### config.mk
export PLATFORM = sky130hd
export DESIGN_NAME = if_fetch_stage
export DESIGN_NICKNAME = d
export VERILOG_FILES = /design/src/rtl/if_fetch_stage.sv
export SDC_FILE = /design/constraint.sdc
export NUM_CORES = 1
export LEC_CHECK = 0
export ABC_CLOCK_PERIOD_IN_PS = 1850
export BUFFER_PORTS_ARGS = -buffer_cell sky130_fd_sc_hd__buf_2
export CORE_MARGIN = 1.5
export CORE_UTILIZATION = 40
export CTS_CLUSTER_DIAMETER = 150
export DETAILED_ROUTE_END_ITERATION = 12
export PLACE_DENSITY_LB_ADDON = 0.05
export SLEW_MARGIN = 20
export SYNTH_ARGS = -nofsm -noshare
export SYNTH_HDL_FRONTEND = slang
export SYNTH_SLANG_ARGS = --single-unit
export TNS_END_PERCENT = 30
### constraint.sdc
create_clock -name clk -period 1.85 [get_ports clk]
set_input_delay 0.37 -clock clk [delete_from_list [all_inputs] [get_ports clk]]
set_output_delay 0.37 -clock clk [all_outputs]
set_load 0.005 [all_outputs]
### src/rtl/if_fetch_stage.sv
// Instruction-fetch stage: owns the PC, fetches words over a req/ready handshake
// and presents the buffered instruction plus PC+4 to the IF/ID register.
module if_fetch_stage #(
    parameter logic [31:0] RESET_PC  = 32'h0000_0000,
    parameter logic [31:0] NOP_INSTR = 32'h0000_0000
) (
    input  logic        clk,
    input  logic        rst,
    input  logic        PC_Write,
    input  logic        IF_Flush,
    input  logic [31:0] Branch_Target,
    output logic        IMem_Req,
    output logic [31:0] IMem_Addr,
    input  logic [31:0] IMem_Rdata,
    input  logic        IMem_Ready,
    output logic [31:0] PC_out,
    output logic [31:0] PC_4_out,
    output logic [31:0] Instruction_out,
    output logic        Fetch_Valid
);

    typedef enum logic [1:0] {
        FETCH,
        DRAIN,
        HAVE
    } state_t;

    state_t      state, state_n;
    logic [31:0] pc, pc_n;
    logic [31:0] ibuf, ibuf_n;
    logic [31:0] pc4buf, pc4buf_n;
    logic [31:0] redirect, redirect_n;
    logic [31:0] target;
    logic [31:0] pc_inc;

    assign target = {Branch_Target[31:2], 2'b00};
    assign pc_inc = pc + 32'd4;

    always_ff @(posedge clk) begin
        if (rst) begin
            state    <= FETCH;
            pc       <= RESET_PC;
            ibuf     <= NOP_INSTR;
            pc4buf   <= '0;
            redirect <= '0;
        end else begin
            state    <= state_n;
            pc       <= pc_n;
            ibuf     <= ibuf_n;
            pc4buf   <= pc4buf_n;
            redirect <= redirect_n;
        end
    end

    always_comb begin
        state_n    = state;
        pc_n       = pc;
        ibuf_n     = ibuf;
        pc4buf_n   = pc4buf;
        redirect_n = redirect;
        case (state)
            FETCH: begin
                if (IMem_Ready) begin
                    if (IF_Flush) begin
                        pc_n = target;
                    end else begin
                        ibuf_n   = IMem_Rdata;
                        pc4buf_n = pc_inc;
                        state_n  = HAVE;
                    end
                end else if (IF_Flush) begin
                    // Address must stay put while the request is outstanding;
                    // park the target until memory completes the stale fetch.
                    redirect_n = target;
                    state_n    = DRAIN;
                end
            end
            DRAIN: begin
                if (IF_Flush) begin
                    redirect_n = target;
                end
                if (IMem_Ready) begin
                    pc_n    = IF_Flush ? target : redirect;
                    state_n = FETCH;
                end
            end
            HAVE: begin
                if (IF_Flush) begin
                    pc_n    = target;
                    ibuf_n  = NOP_INSTR;
                    state_n = FETCH;
                end else if (PC_Write) begin
                    pc_n    = pc_inc;
                    state_n = FETCH;
                end
            end
            default: state_n = FETCH;
        endcase
    end

    assign IMem_Req        = !rst && (state == FETCH || state == DRAIN);
    assign IMem_Addr       = pc;
    assign PC_out          = pc;
    assign PC_4_out        = pc4buf;
    assign Fetch_Valid     = (state == HAVE);
    assign Instruction_out = (state == HAVE) ? ibuf : NOP_INSTR;

endmodule
# ---- Yosys cells after proc, flatten, opt, wreduce, memory -nomap -nowiden
# Cells that the tools add are included.
dict set report totals {
  reg_bits 130
  inputBits 69
  word_cells 51
  out_inout_bits 130
}
dict set report classes {
  n_eq_ne 11
  n_mux 21
  bitwise 1
  add_sub_neg 1
  reduce_logical 12
}
# operator count
set ops {}
lappend ops {{$mux 32} 11}
lappend ops {{$pmux 32 s2} 2}
lappend ops {{$pmux 32 s3} 1}
lappend ops {{$add 32x3->32 const B} 1}
lappend ops {{$mux 2} 6}
lappend ops {{$ne 2x2->1 const B} 6}
lappend ops {{$ne 3x3->1 const B} 3}
lappend ops {{$reduce_and 4->1} 2}
lappend ops {{$pmux 2 s3} 1}
lappend ops {{$reduce_and 5->1} 1}
lappend ops {{$reduce_bool 2->1} 2}
lappend ops {{$reduce_and 3->1} 1}
lappend ops {{$reduce_bool 3->1} 1}
lappend ops {{$eq 2x1->1 const B} 1}
lappend ops {{$eq 2x2->1 const B} 1}
lappend ops {{$logic_not 2->1} 1}
lappend ops {{$reduce_and 2->1} 1}
lappend ops {{$logic_and 1x1->1} 1}
lappend ops {{$logic_not 1->1} 1}
lappend ops {{$logic_or 1x1->1} 1}
lappend ops {{$not 1->1} 1}

# ---- Longest topological paths before layout
dict set report logic_depth {
  ltp_word 4
  depth_mapped 10
  ltp_nobuf 7
}

# ---- Worst setup path before layout
# No wires, ideal clock.
dict set report synth_timing {
  path_type {flip-flop to flip-flop}
  startpoint {register state[0]}
  endpoint {register pc[11], in the netlist IMem_Addr[11]}
  setup_time_ps 128
  path_slack_ps -222
  arrival_time_ps 1944
  required_ps 1722
  path_stages_with_launch 11
  synth_period_minus_slack_ps 2072
  path_buffers 3
  cell_sequence {dfxtp_1 -> inv_1 -> ha_1 -> clkbuf_1 -> o21a_1 -> nand2b_1 -> buf_2 -> buf_2 -> a221oi_1 -> o22a_1 -> nor2_1}
}
dict set report synth_between {
  elab_chain_cells 3
  word_cells_on_any_way 10
  cone_classes {eq/ne (6); mux (1); reduce/logical (3)}
}
# item line
set synth_lines {}
lappend synth_lines {{start, declared} 28} ;# state_t state, state_n;
lappend synth_lines {{start signal, assigned} 47} ;# state <= state_n;
lappend synth_lines {{$eq 2x2->1 (*)} n/a}
lappend synth_lines {{named net Fetch_Valid} 19} ;# output logic Fetch_Valid
lappend synth_lines {{$ne 3x3->1 (no line) / $reduce_bool 3->1 (equally long branches)} n/a}
lappend synth_lines {{$reduce_and 5->1 (no line)} n/a}
lappend synth_lines {{end signal, assigned} 48} ;# pc <= pc_n;
lappend synth_lines {{end, declared} 29} ;# logic [31:0] pc, pc_n;
# The timed path passes the listed nets; every way through them passes the cells marked *.
# A chain may end at the register's enable or synchronous reset.

# ---- Final worst setup path
dict set report layout_timing {
  startpoint {register state[0]}
  endpoint {output port Instruction_out[17]}
}
dict set report layout_between {
  elab_chain_cells 2
}
# item line
set layout_lines {}
lappend layout_lines {{$eq 2x2->1} 106} ;# assign Instruction_out = (state == HAVE) ? ibuf : NOP_INSTR;
lappend layout_lines {{$mux 32} 106}
lappend layout_lines {{end, declared} 18} ;# output logic [31:0] Instruction_out,
# No other way between the ends.

==> results.tsv <==
stage	metric	value	unit
synthesis	Post-Syn Instances	826	
setup_path	Setup crit end kind	output pin	
synthesis	ys async rst share	0	%
placed_design	Final HPWL DP	16400	um
setup_path	crit-path cells	inv_4 > ha_4 > clkbuf_16 > and2_1 > buf_2	
cells_and_area	# diodes	0	
setup_path	Crit. Startpoint	state[0]	
setup_path	slowest stage cell, crit path	dfxtp_4	
setup_path	worst path bufs/invs	3	
grt	global-route wire length before repair	35000	um
floorplan	core area	16000	um2
run_status	failing checks	setup timing	
floorplan	initial core utilization	41.2	%
setup_path	slowest stage delay, CP	0.38	ns
detailed_routing	DR top layer	met4	
worst_hold_path	worst hold path class	in2reg	
grt	initial antenna violation count	0	
clocking	clk sinks	130	
timing	final worst setup slack	-0.0379	ns
cells_and_area	final instance area	9220	um2
timing	relative slew slack	69.3	%
placed_design	Placer Congestion	0.864	
synthesis	simple-gate area share of the yosys netlist	23.8	%
cells_and_area	Util after Layout	57.6	%
synthesis	Synth Cell Area	6590	um2
grt	number of global-route vias before repair	6414	
synthesis	top_reg_cell synth	dfxtp_1	
synthesis	synth cell count leaders	dfxtp_1, nand2_1, nor2_1	
timing	hold_ws	0.197	ns
setup_path	Worst setup SP type	flip-flop	
pwr	Pwr Density	931	nW/um2
synthesis	Yosys top cell by area	dfxtp_1	
synthesis	Synth warnings	0	
setup_path	R2R Setup Slk	0.03	ns
synthesis	largest family of logic cells by synthesized area	simple AND/OR/NAND/NOR gates	
synthesis	ranking of synthesized cells by area	dfxtp_1, nand2_1, a21oi_1	
clocking	CTS tree	done	
setup_path	Arr. time, crit path	1.52	ns
detailed_routing	Met1 Wirelength	10200	um
synthesis	post-synthesis mux area share	0.304	%
timing	final setup violation count	23	
setup_path	worst flop-to-flop path endpoint	PC_4_out[28]	
detailed_routing	WL/cell	18.1	um
synthesis	#FFs+latches synth	130	
job	number of max-cap violations	0	
setup_path	Critical Path Sink	Instruction_out[17]	
synthesis	post-synthesis compound-gate area fraction	23.2	%
pwr	Tot Pwr	8.58	mW
cells_and_area	layout cells sized above 1	38.4	%
clocking	hold_buf cts	0	
detailed_routing	Vias	6986	
timing	Tmin final	1.89	ns
cells_and_area	nets	1116	
floorplan	num rows	46	
timing	Worst Tran Pin Value	0.460	ns
clocking	Num CTS Buffers	17	
detailed_routing	DRC viols	0	
detailed_routing	DR vias/cell	5.51	
synthesis	Post-synth EDFFs	0	
placed_design	placed standard-cell area	8250	um2
grt	remaining global-route overflow	0	
clocking	worst skew pair latency	0.42	ns
floorplan	die area	17300	um2
synthesis	part of the Yosys area used for sequential elements	39.5	%
setup_path	Worst EP required	1.48	ns
pwr	Max VDD drop	0.000611	V
pwr	Lkg Pwr	3.95	nW
clocking	Clk pin slew, worst setup/hold paths	0.06	ns
setup_path	Top delay family on crit path	flip-flops	
detailed_routing	DRT Pass-1 Iters	5	
setup_path	R2R Path Start	IMem_Addr[2]	
grt	GRT Total Usage	25.7	%
run_status	status	finished, violations left	
synthesis	XOR/XNOR share of the synthesized area	3.45	%
setup_path	Levels on crit path	5	
timing	Final Max Slew Viols	0	
clocking	H-tree depth	4	
cells_and_area	P&R area growth vs syn	39.8	%
timing	Tcrit/Tclk final	102	%
floorplan	die width	131	um
synthesis	most common cell in the netlist	dfxtp_1	
clocking	root buffer cell	clkbuf_16	
placed_design	dpl cells	1231	
setup_path	Crit Path Category	reg2out	
cells_and_area	final non-filler cell total	1268	
floorplan	Die Span Y	131	um
floorplan	Top-Level Pins	199	
detailed_routing	met3 wire len	1870	um
timing	FMAX	0.530	GHz
clocking	Clock Tree Buf Depth	2	
detailed_routing	antenna viol nets, final	0	
timing	Final Hold Fails	0	
placed_design	count of input and output buffers	196	
grt	largest net degree at the start of global routing	57	
detailed_routing	total wire length	22900	um
synthesis	Synth Area in Adders	0.949	%
placed_design	Place WS	-0.0472	ns
timing	Worst Skew	0.00663	ns
setup_path	R2R cell count	8	
synthesis	synthesized area per cell	7.98	um2
synthesis	Syn Nets	900	
synthesis	Synth top area share	39.5	%
detailed_routing	initial DRC count	685	
timing	Final TNS setup	-0.457	ns
detailed_routing	metal2 WL	10400	um
synthesis	Yosys cell types	60	
timing	RSZ-0062 raised after global routing	true	
setup_path	Crit Path Max Fanout	17	
## cells by family after synthesis
logic type | count (synthesis)
mux | 2
fa+ha+maj | 5
compound gates | 235
buf+inv | 114
xor+xnor | 26
flops | 130
simple gates | 314
## power breakdown
| part | internal, mW | switching [mW] |
|---|---|---|
| sequential | 3.04 | 0.189 |
| combinational | 0.900 | 1.06 |
| clock | 2.16 | 1.23 |
| total | 6.10 | 2.48 |
## sequential cells by signal, summed over array words and instances, names as in the netlist
register / cells
state: 2
IMem_Addr: 32
redirect: 32
ibuf: 32
PC_4_out: 32
## layout make-up
type	count	area [um2]
clock buffer	19	453
clock inverter	10	136
fill	1514	6780
inverter	8	32.5
multi-input combinational	583	3710
sequential	130	2620
tap	216	270
timing repair buffer	302	2000
## per-layer routing
layer,vias up,global-route usage (%)
li1,3356,-
met1,3245,35.3
met2,350,39.7
met3,35,5.40
met4,0,9.32
met5,-,0
## placed cells by master (no fill, tap or decap), drive strengths merged, types with 15 or more instances in the layout
master  count
nor2       88
a22oi      37
o21ai      51
buf       301
nand2      99
a21oi      66
a211oi     15
and2       35
clkbuf     20
dfxtp     130
nand3      15
## worst min-delay path, stage by stage
cell and delay [ns]:
buf_2 0.07, a22oi_1 0.06, nor2_1 0.07
## timing repair
| action | CTS | global route |
|---|---|---|
| endpoints found under the setup margin | 53 | 108 |
| gates resized for setup | 15 | 55 |
| gates cloned | 0 | 2 |
| buffers inserted | 0 | 6 |
| pin swaps | 5 | 8 |
## worst min path at each step
stage	cells after the start	startpoint	slack (ns)	end
5_1_grt	3	IMem_Rdata[31]	0.20	ibuf[31]
3_5_place_dp	2	PC_4_out[3]	0.44	PC_4_out[3]
2_1_floorplan	2	redirect[31]	0.43	redirect[31]
4_1_cts	3	IMem_Rdata[21]	0.18	ibuf[21]
6_report	3	IMem_Rdata[21]	0.20	ibuf[21]
3_3_place_gp	2	redirect[13]	0.44	redirect[13]
Power figures use the tool's default switching activity.
